$ cat src/rtl/path_delay_meter.sv
// Launch/capture controller for one spy delay chain: launches alternating edges, times their
// synchronized arrival and averages 2**TRIALS_LOG2 trials. Define PATH_DELAY_MINMAX_EN for delay_min/delay_max.
module path_delay_meter #(
  parameter int CNT_W       = 16,
  parameter int TRIALS_LOG2 = 3,
  parameter int TIMEOUT     = 1023,
  parameter int SETTLE_CYC  = 8
) (
  input  logic             clk,
  input  logic             rst_n,
  input  logic             start,
  output logic             path_launch,
  input  logic             path_capture,
  output logic             busy,
  output logic             done,
  output logic             timeout_err,
  output logic [CNT_W-1:0] delay_last,
  output logic [CNT_W-1:0] delay_avg
`ifdef PATH_DELAY_MINMAX_EN
  ,
  output logic [CNT_W-1:0] delay_min,
  output logic [CNT_W-1:0] delay_max
`endif
);

  localparam int NUM_TRIALS = 1 << TRIALS_LOG2;
  localparam int SUM_W      = CNT_W + TRIALS_LOG2;
  localparam int IDX_W      = (TRIALS_LOG2 > 0) ? TRIALS_LOG2 : 1;
  localparam logic [CNT_W-1:0] TIMEOUT_C = CNT_W'(TIMEOUT);
  localparam logic [CNT_W-1:0] SETTLE_C  = CNT_W'(SETTLE_CYC);
  localparam logic [IDX_W-1:0] LAST_IDX  = IDX_W'(NUM_TRIALS - 1);

  typedef enum logic [2:0] {
    S_IDLE,
    S_ARM,
    S_LAUNCH,
    S_MEASURE,
    S_SETTLE,
    S_DONE,
    S_FAIL
  } state_t;

  state_t           state_q, state_d;
  logic             sync_q1, cap_s;
  logic [CNT_W-1:0] cnt_q, cnt_inc;
  logic [SUM_W-1:0] sum_q;
  logic [IDX_W-1:0] trial_q;
  logic             arrived;
  logic             accept;
  logic             hit;

  // NOTE: sequential state uses non-blocking assignments so every flop samples pre-edge values.
  always_ff @(posedge clk or negedge rst_n) begin
    if (!rst_n) begin
      sync_q1 <= 1'b0;
      cap_s   <= 1'b0;
    end else begin
      sync_q1 <= path_capture;
      cap_s   <= sync_q1;
    end
  end

  always_ff @(posedge clk or negedge rst_n) begin
    if (!rst_n) state_q <= S_IDLE;
    else        state_q <= state_d;
  end

  // NOTE: every always_comb output gets a default first so no path can infer a latch.
  always_comb begin
    state_d = state_q;
    cnt_inc = (cnt_q >= TIMEOUT_C) ? TIMEOUT_C : cnt_q + CNT_W'(1);
    arrived = (cap_s == path_launch);
    accept  = (state_q == S_IDLE) && start;
    hit     = (state_q == S_MEASURE) && arrived;
    case (state_q)
      S_IDLE:    if (start) state_d = S_ARM;
      S_ARM: begin
        if (arrived)                  state_d = S_LAUNCH;
        else if (cnt_inc >= TIMEOUT_C) state_d = S_FAIL;
      end
      S_LAUNCH:  state_d = S_MEASURE;
      S_MEASURE: begin
        // An arrival on the same edge the count saturates still counts as success.
        if (arrived)                  state_d = S_SETTLE;
        else if (cnt_inc >= TIMEOUT_C) state_d = S_FAIL;
      end
      S_SETTLE: begin
        if (cnt_inc >= SETTLE_C) state_d = (trial_q == LAST_IDX) ? S_DONE : S_LAUNCH;
      end
      S_DONE:    state_d = S_IDLE;
      S_FAIL:    state_d = S_IDLE;
      default:   state_d = S_IDLE;
    endcase
  end

  always_ff @(posedge clk or negedge rst_n) begin
    if (!rst_n) begin
      path_launch <= 1'b0;
      timeout_err <= 1'b0;
      delay_last  <= '0;
      delay_avg   <= '0;
      cnt_q       <= '0;
      sum_q       <= '0;
      trial_q     <= '0;
    end else begin
      case (state_q)
        S_IDLE: begin
          if (accept) begin
            cnt_q       <= '0;
            sum_q       <= '0;
            trial_q     <= '0;
            timeout_err <= 1'b0;
          end
        end
        S_ARM, S_SETTLE: cnt_q <= cnt_inc;
        S_LAUNCH:        cnt_q <= '0;
        S_MEASURE: begin
          if (hit) begin
            delay_last <= cnt_inc;
            sum_q      <= sum_q + SUM_W'(cnt_inc);
            cnt_q      <= '0;
          end else begin
            cnt_q <= cnt_inc;
          end
        end
        default: ;
      endcase

      // The launch edge is the one entering LAUNCH, so LAUNCH is the first cycle at the new level.
      if (state_d == S_LAUNCH) path_launch <= ~path_launch;
      if (state_q == S_SETTLE && state_d == S_LAUNCH) trial_q <= trial_q + IDX_W'(1);
      if (state_d == S_DONE) delay_avg <= CNT_W'(sum_q >> TRIALS_LOG2);
      if (state_d == S_FAIL) begin
        timeout_err <= 1'b1;
        path_launch <= 1'b0;
      end
    end
  end

`ifdef PATH_DELAY_MINMAX_EN
  logic [CNT_W-1:0] run_min_q, run_max_q;

  always_ff @(posedge clk or negedge rst_n) begin
    if (!rst_n) begin
      run_min_q <= '1;
      run_max_q <= '0;
      delay_min <= '0;
      delay_max <= '0;
    end else begin
      if (accept) begin
        run_min_q <= '1;
        run_max_q <= '0;
      end else if (hit) begin
        if (cnt_inc < run_min_q) run_min_q <= cnt_inc;
        if (cnt_inc > run_max_q) run_max_q <= cnt_inc;
      end
      if (state_d == S_DONE) begin
        delay_min <= run_min_q;
        delay_max <= run_max_q;
      end
    end
  end
`endif

  assign busy = (state_q != S_IDLE);
  assign done = (state_q == S_DONE) || (state_q == S_FAIL);

endmodule

$ cat config.mk
export PLATFORM = sky130hd
export DESIGN_NAME = path_delay_meter
export DESIGN_NICKNAME = d
export VERILOG_FILES = /design/src/rtl/path_delay_meter.sv
export SDC_FILE = /design/constraint.sdc
export NUM_CORES = 1
export LEC_CHECK = 0
export BUFFER_PORTS_ARGS = -buffer_cell sky130_fd_sc_hd__buf_2
export CORE_AREA = 4 4 90 92
export CTS_BUF_LIST = sky130_fd_sc_hd__clkbuf_8 sky130_fd_sc_hd__clkbuf_16
export DETAILED_ROUTE_END_ITERATION = 7
export DIE_AREA = 0 0 94 96
export GPL_ROUTABILITY_DRIVEN = 0
export PLACE_DENSITY = 0.78
export SYNTH_ARGS = -nofsm -noshare
export SYNTH_HDL_FRONTEND = slang
export SYNTH_SLANG_ARGS = --single-unit
$ cat constraint.sdc
create_clock -name clk -period 4.4 [get_ports clk]
set_clock_uncertainty 0.05 [all_clocks]
set_input_delay 0.66 -clock clk [delete_from_list [all_inputs] [get_ports clk]]
set_output_delay 0.66 -clock clk [all_outputs]
set_load 0.01 [all_outputs]
**Yosys cells after proc, flatten, opt, wreduce, memory -nomap -nowiden**

Cells that the tools add are included.

- Output and inout bits: 36
- Bits in registers: 77

- Equality and inequality tests: 13
- Muxes and demuxes: 22
- $lt $le $gt $ge: 3
- Reductions and logical operators: 19
- Bitwise gates (word level): 1
- $add $sub $neg: 3

Operators by type and width:

| cell | count |
|---|---|
| $pmux W16 S4 | 1 |
| $mux W16 | 3 |
| $mux W19 | 2 |
| $pmux W19 S2 | 1 |
| $ge A16 B10 Y1 const B | 2 |
| $mux W3 | 9 |
| $add A19 B16 Y19 | 1 |
| $eq A3 B3 Y1 const B | 6 |
| $add A16 B1 Y16 const B | 1 |
| $ge A16 B4 Y1 const B | 1 |
| $pmux W3 S5 | 1 |
| $reduce_bool A2 Y1 | 6 |
| $eq A3 B2 Y1 const B | 3 |
| $reduce_and A2 Y1 | 4 |
| $mux W1 | 5 |
| $ne A2 B2 Y1 const B | 2 |
| $reduce_bool A4 Y1 | 1 |
| $add A3 B1 Y3 const B | 1 |
| $eq A3 B1 Y1 const B | 1 |
| $logic_and A1 B1 Y1 | 3 |
| $logic_not A3 Y1 | 1 |
| $reduce_and A3 Y1 | 1 |
| $reduce_bool A3 Y1 | 1 |
| $reduce_or A2 Y1 | 1 |
| 3 further kinds | 3 |

**Longest topological paths before layout**

Gate-level depths: netlist of the first run.

- Word-level depth: 10
- Depth in mapped cells: 15
- Gate-level depth less buffers: 15

**Least setup slack after synthesis of the first run**

No wires, ideal clock.

- Path type: register to register
- From: reg cnt_q[0]
- To: reg sum_q[16]
- Stages on the path, launching flop included: 16
- Path slack: 868 ps
- Data required time: 4271 ps
- Arrival: 3403 ps
- Library setup time: 79 ps
- Buffers on the path: 1
- Clock period less this slack: 3532 ps
- Cell sequence: dfrtp_1 ha_1 nand3_4 nor3_2 or2_2 clkbuf_1 nor2_1 inv_1 ha_1 nor2b_1 o31ai_1 a2111oi_2 o311a_1 o21a_1 o21ai_0 mux2i_1

- Word-level cells in the longest chain between the ends: 5
- Elaborated cells on any way between the ends: 6
- Classes of those cells: add/sub: 2; order compare: 1; mux: 3

Ends and longest elaborated chain:

| item | line | RTL |
|---|---|---|
| start, declared | 45 | `logic [CNT_W-1:0] cnt_q, cnt_inc;` |
| start signal, assigned | 115 | `S_ARM, S_SETTLE: cnt_q <= cnt_inc;` |
| start signal, assigned | 123 | `cnt_q <= cnt_inc;` |
| $add A16 B1 Y16 / $ge A16 B10 Y1 (equally long branches) | 71 | `cnt_inc = (cnt_q >= TIMEOUT_C) ? TIMEOUT_C : cnt_q + CNT_W'(1);` |
| $mux W16 * | 71 |  |
| net cnt_inc[2] | 45 |  |
| $add A19 B16 Y19 * | 120 | `sum_q <= sum_q + SUM_W'(cnt_inc);` |
| $mux W19 * | 118 | `if (hit) begin` |
| $pmux W19 S2 * | 106 | `case (state_q)` |
| end signal, assigned | 120 |  |
| end, declared | 46 | `logic [SUM_W-1:0] sum_q;` |

Mark *: on every way through the listed nets, which the timed path passes. The rest lies on a longest branch. The select of a mux whose other input is x is not followed.
A chain may end at the register's enable or synchronous reset.

**Final worst setup path of the first run**

- From: reg cnt_q[0]
- To: reg sum_q[18]

Same word-level chain as after synthesis.

==> reports/metrics.csv, run 1 <==
metric,value,unit
Pwr Density,510.5,mW/mm²
asr flop ratio synth,100.0,%
"Slew Viols, Final",0,
CTS buffer count,9,
Critical Path Fanout Max,10,
total negative setup slack,0,ps
Slew headroom,38.42,%
largest cells by area after synthesis,"dfrtp_1 (46%), ha_1 (5.7%), nand2_1 (5.0%), mux2_2 (4.3%), o21ai_0 (3.1%)",
Post-CTS Setup Bufs,0,
clock-pin slew of the registers on the worst-case setup and hold paths,80,ps
initial antenna violation count,0,
Vias/cell,5.829,
Clock Path Buffers,2,
Post-Syn Area,0.004205,mm²
post-synth top area cell,dfrtp_1,
Critical Path Start Type,register,
Core Region,0.007214,mm²
RSZ-0062 raised after global routing,no,
DR iter-0 viols,197,
vias in the first global route,3208,
row cnt,31,
Starting Density,58.29,%
slowest cell delay on critical path,560,ps
cells along the critical path,ha_1 > nand3_4 > nor3_2 > nor2_1 > nand2_1 > ha_1 > inv_1 > fa_1 > nor2b_1 > o31ai_1 > a2111oi_2 > nor4_1 > o311ai_1 > xnor2_1 > nor2_1,
first-pass GRT wire length,15.82,mm
drt wl/cell,16.44,µm
clock sinks,77,
register area share after synthesis,45.82,%
Setup WS pre-CTS,400.8,ps
post-cts resize count,0,
syn avg cell area,10.28,µm²
yosys warns,0,
Ports,40,
port bufs,39,
gr ovfl total,0,
CTS hold repair buffers,0,
die area,0.009024,mm²
IR Drop Worst-Case VDD,0.3463,mV
fin crit share,91.90,%
maxcap violations,0,
final worst slack,356.4,ps
clock latency on the worst-skew pair,350,ps
Antenna Nets Post-Route,0,
"EDFF count, synth",0,
Final setup viols,0,
final WL,9.142,mm
Max Clk Rate,247.3,MHz
largest net degree at the start of global routing,78,
endpoints failing hold,0,
Hold Crit Class,register to register,
top-count cell post-synth,dfrtp_1,
Commonest cells post-synth,"dfrtp_1 (77), nand2_1 (56), o21ai_0 (26)",
"Slowest-stage cell, CP",a2111oi_2,
area grow syn2layout,12.59,%
Crit path arrival time,4210,ps
Leakage,2.397,nW
Die Span X,94,µm
Root Driver,clkbuf_8,
CTS tree,yes,
FF-to-FF path depth,15,
share of post-route cells with drive strength above 1,20.13,%
area fraction of the dominant cell type after synthesis,45.82,%
minimum clock period,4044,ps
worst path bufs/invs,1,
"FF+latch count, synth",77,
CP Class,register to register,
post-DP HPWL,6.338,mm
Top delay family on crit path,simple AND/OR/NAND/NOR gates,
critical path required time,4570,ps
ANT cells,0,
Crit. End Element,register,
Cells after Synth,409,
hold depth,0,
worst slew pin tran,923.7,ps
nets@finish,476,
DRC viols,0,
Vias,3241,
drt pass-1 iters,5,
Die Height,96,µm
status,"complete, no violations",
Yosys cell types,66,
"Top FF cell, synth",dfrtp_1,
Stages on worst setup path,15,
CTS H-tree depth,3,
GRT Total Usage,22.37,%
==> cell families (layout without fill, tap and decap cells) <==
family / Yosys count / count (layout) / share of synthesized area [%]
AND/OR/NAND/NOR: 148 / 148 / 18.74
multiplexers: 20 / 20 / 5.355
XOR/XNOR: 18 / 18 / 3.749
AO/OA/AOI/OAI: 99 / 99 / 17.32
adder cells (fa/ha/maj): 20 / 20 / 6.129
flip-flops: 77 / 77 / 45.82
other: 1 / 6 / 0.08917
buffers and inverters: 26 / 69 / 2.797
==> cell usage in the layout (no fill, tap or decap), types with 3 or more instances in the layout <==
cell and n:
a211oi_1 3, o31ai_1 5, nand3b_1 4, buf_4 3
o21a_1 4, o41ai_1 3, ha_1 19, a31oi_1 6
inv_1 12, nand2b_1 4, nor3_1 8, and2_1 18
xnor2_1 6, o21ai_0 26, o211ai_1 4, a21oi_1 17
mux2i_1 3, or3_1 5, nor2b_1 4, a22o_1 7
dfrtp_1 77, a21o_1 4, nor2_1 18, xor2_1 12
conb_1 6, bufinv_16 3, nand3_1 7, buf_2 38
nor4_1 3, nand2_1 56, clkbuf_8 10, mux2_2 16
==> area by class of cell <==
cell class,count,area (µm²)
Clock buffer,10,137.6
Clock inverter,6,108.9
Fill cell,571,2480
Inverter,12,45.04
Multi-Input combinational cell,311,2180
Sequential cell,77,1927
Tap cell,99,123.9
Timing Repair Buffer,41,212.7
==> flip-flops by register name, summed over array words and instances (netlist names) <==
| register | flops |
|---|---|
| sum_q | 19 |
| delay_last | 16 |
| delay_avg | 16 |
| trial_q | 3 |
| cap_s | 1 |
| timeout_err | 1 |
| cnt_q | 16 |
| path_launch | 1 |
| sync_q1 | 1 |
| state_q | 3 |
==> per-stage QoR <==
| step | hold WS [ps] | utilization (%) | total power [W] | instances | area, µm² |
|---|---|---|---|---|---|
| floorplan | 281.2 | - | 0.001514 | 414 | 4224 |
| global placement | 285.3 | 62.21 | 0.001712 | 540 | 4488 |
| detailed placement | 290.3 | 62.21 | 0.001749 | 540 | 4488 |
| CTS | 307.6 | 65.63 | 0.002411 | 556 | 4735 |
| global route | 312.1 | 65.63 | 0.002575 | 556 | 4735 |
| finish | 305.9 | 65.63 | 0.002417 | 556 | 4735 |
==> power breakdown <==
group | switching, W | internal [W]
clock network | 0.000264 | 0.000392
logic | 0.000506 | 0.000312
registers | 0.000121 | 0.000822
==> worst paths after layout <==
kind	from	endpoint	slack [ps]
min reg2reg	sync_q1	cap_s	310
max in group asynchronous	rst_n	state_q[0]	3320
max	cnt_q[0]	sum_q[18]	360
min in group asynchronous	rst_n	delay_last[13]	400
max reg2reg	cnt_q[0]	sum_q[18]	360
min	sync_q1	cap_s	310
==> per-layer routing <==
metal | GRT usage [%] | up-vias | share of wire [%]
li1 | - | 1561 | -
met1 | 31.11 | 1562 | 47
met2 | 35.19 | 99 | 46
met3 | 3.206 | 19 | 5.1
met4 | 9.507 | 0 | 2.2
met5 | 0 | - | 0
Note: power is estimated with default switching activity, not from simulation.
==> inputs of run 2 (changes only) <==
- MAX_ROUTING_LAYER: not set -> met4
==> reports/metrics.csv, run 2 (synthesized netlist as in run 1, its figures left out) <==
metric,value,unit,change
area grow syn2layout,12.59,%,unchanged
area of the multi-input gates,0.002180,mm²,unchanged
Leakage,2.397,nW,unchanged
Root Driver,clkbuf_8,,
Slew headroom,37.70,%,-0.72 points
Die Span X,94,µm,unchanged
WHS,306.0,ps,+0.1480 ps
ANT cells,0,,unchanged
Crit. End Element,register,,
critical path required time,4580,ps,about the same
drt pass-1 iters,5,,unchanged
endpoints failing hold,0,,unchanged
Crit path arrival time,4200,ps,about the same
maxcap violations,0,,unchanged
reg2reg end,sum_q[18],,
Antenna Nets Post-Route,0,,unchanged
Setup WS pre-CTS,400.8,ps,unchanged
placed cells,540,,unchanged
Max Clk Rate,248.2,MHz,+0.35%
largest net degree at the start of global routing,78,,unchanged
row cnt,31,,unchanged
drt wl/cell,16.41,µm,-0.20%
IR Drop Worst-Case VDD,0.3460,mV,-0.11%
post-DP HPWL,6.338,mm,unchanged
CTS tree,yes,,
hold_sp,sync_q1,,
Starting Density,58.29,%,unchanged
final core utilization,65.63,%,unchanged
DRC viols,0,,unchanged
Post-CTS Setup Bufs,0,,unchanged
fin crit share,91.57,%,-0.32 points
Critical Path Fanout Max,10,,unchanged
DR iter-0 viols,215,,+9.1%
fill cell count,571,,unchanged
final worst slack,370.7,ps,+14.30 ps
most frequent cells in the layout,"dfrtp_1 (77), nand2_1 (56), buf_2 (38)",,
RSZ-0062 raised after global routing,no,,
share of post-route cells with drive strength above 1,20.13,%,unchanged
port bufs,39,,unchanged
clock sinks,77,,unchanged
"commonest non-fill, non-tap cell in the layout",dfrtp_1,,
clock latency on the worst-skew pair,350,ps,about the same
number of flip-flops under the largest register name,19,,unchanged
Vias/cell,5.869,,+0.68%
post-cts resize count,0,,unchanged
hold depth,0,,unchanged
fin cells,556,,unchanged
GRT Total Usage,22.97,%,+0.60 points
CP Class,register to register,,
worst slew pin tran,934.5,ps,+10.80 ps
Die Height,96,µm,unchanged
Critical Path Start Type,register,,
gr ovfl total,0,,unchanged
final WL,9.124,mm,-0.20%
Clock Path Buffers,2,,unchanged
Pwr Density,510.7,mW/mm²,about the same
CTS buffer count,9,,unchanged
Biggest register,sum_q,,
initial antenna violation count,0,,unchanged
Vias,3263,,+0.68%
Core Region,0.007214,mm²,unchanged
nets@finish,476,,unchanged
minimum clock period,4029,ps,-14.30 ps
die area,0.009024,mm²,unchanged
worst r2r src,cnt_q[0],,
status,"complete, no violations",,
CTS hold repair buffers,0,,unchanged
Hold Crit Class,register to register,,
"Slew Viols, Final",0,,unchanged
Final setup viols,0,,unchanged
first-pass GRT wire length,15.78,mm,-0.26%
Ports,40,,unchanged
Hold Crit Endpoint,cap_s,,
vias in the first global route,3225,,+0.53%
FF-to-FF path depth,15,,unchanged
CTS H-tree depth,3,,unchanged
sequential cell area,0.001927,mm²,unchanged
flop2flop setup slack,370,ps,about the same
total negative setup slack,0,ps,unchanged
clock-pin slew of the registers on the worst-case setup and hold paths,80,ps,about the same
[run 2: cell counts in the layout (fill, tap and decap cells not counted)]
No cell type changed its count.
[run 2: area by class of cell]
| cell class | count | area share, % |
|---|---|---|
| clock inverter | 6 | 2.299 |
| sequential | 77 | 40.70 |
| multi-input combinational | 311 | 46.04 |
| clock buffer | 10 | 2.907 |
| inverter | 12 | 0.9514 |
| timing repair buffer | 41 | 4.493 |
| tap | 99 | 2.616 |
[run 2: how the worst max path moves through the flow]
stage | start | to | slack [ps] | cells after the start
floorplan | cnt_q[0] | sum_q[16] | 870 | 15
global placement | cnt_q[0] | sum_q[18] | 660 | 15
detailed placement | cnt_q[0] | sum_q[18] | 400 | 15
CTS | cnt_q[0] | sum_q[18] | 380 | 15
global route | cnt_q[0] | sum_q[18] | 50 | 15
finish | cnt_q[0] | sum_q[18] | 370 | 15
[run 2: where the power goes]
group / leakage (nW) / switching (W) / internal, W
logic: 1.23 / 0.000507 / 0.000312
registers: 1.04 / 0.000119 / 0.000822
clock network: 0.127 / 0.000265 / 0.000392
total: 2.40 / 0.000891 / 0.00153
[run 2: routing by layer]
metal | track usage, % | vias to the layer above | wire, µm
met5 | - | - | 0
met4 | 10.23 | 0 | 222
met3 | 3.206 | 25 | 500
met2 | 34.77 | 109 | 4138
met1 | 31.01 | 1568 | 4262
li1 | - | 1561 | -
[run 2: critical path: stages, from the launching register on]
cell	delay (ps)
dfrtp_1	440
ha_1	260
nand3_4	130
nor3_2	340
nor2_1	240
nand2_1	160
ha_1	200
inv_1	60
fa_1	380
nor2b_1	230
o31ai_1	170
a2111oi_2	560
nor4_1	130
o311ai_1	330
xnor2_1	160
nor2_1	50
[run 2: metrics by stage]
stage / area (µm²) / total power (W)
3_3_place_gp: 4488 / 0.001712
4_1_cts: 4735 / 0.002411
6_report: 4735 / 0.002418
3_5_place_dp: 4488 / 0.001749
5_1_grt: 4735 / 0.002574
2_1_floorplan: 4224 / 0.001514
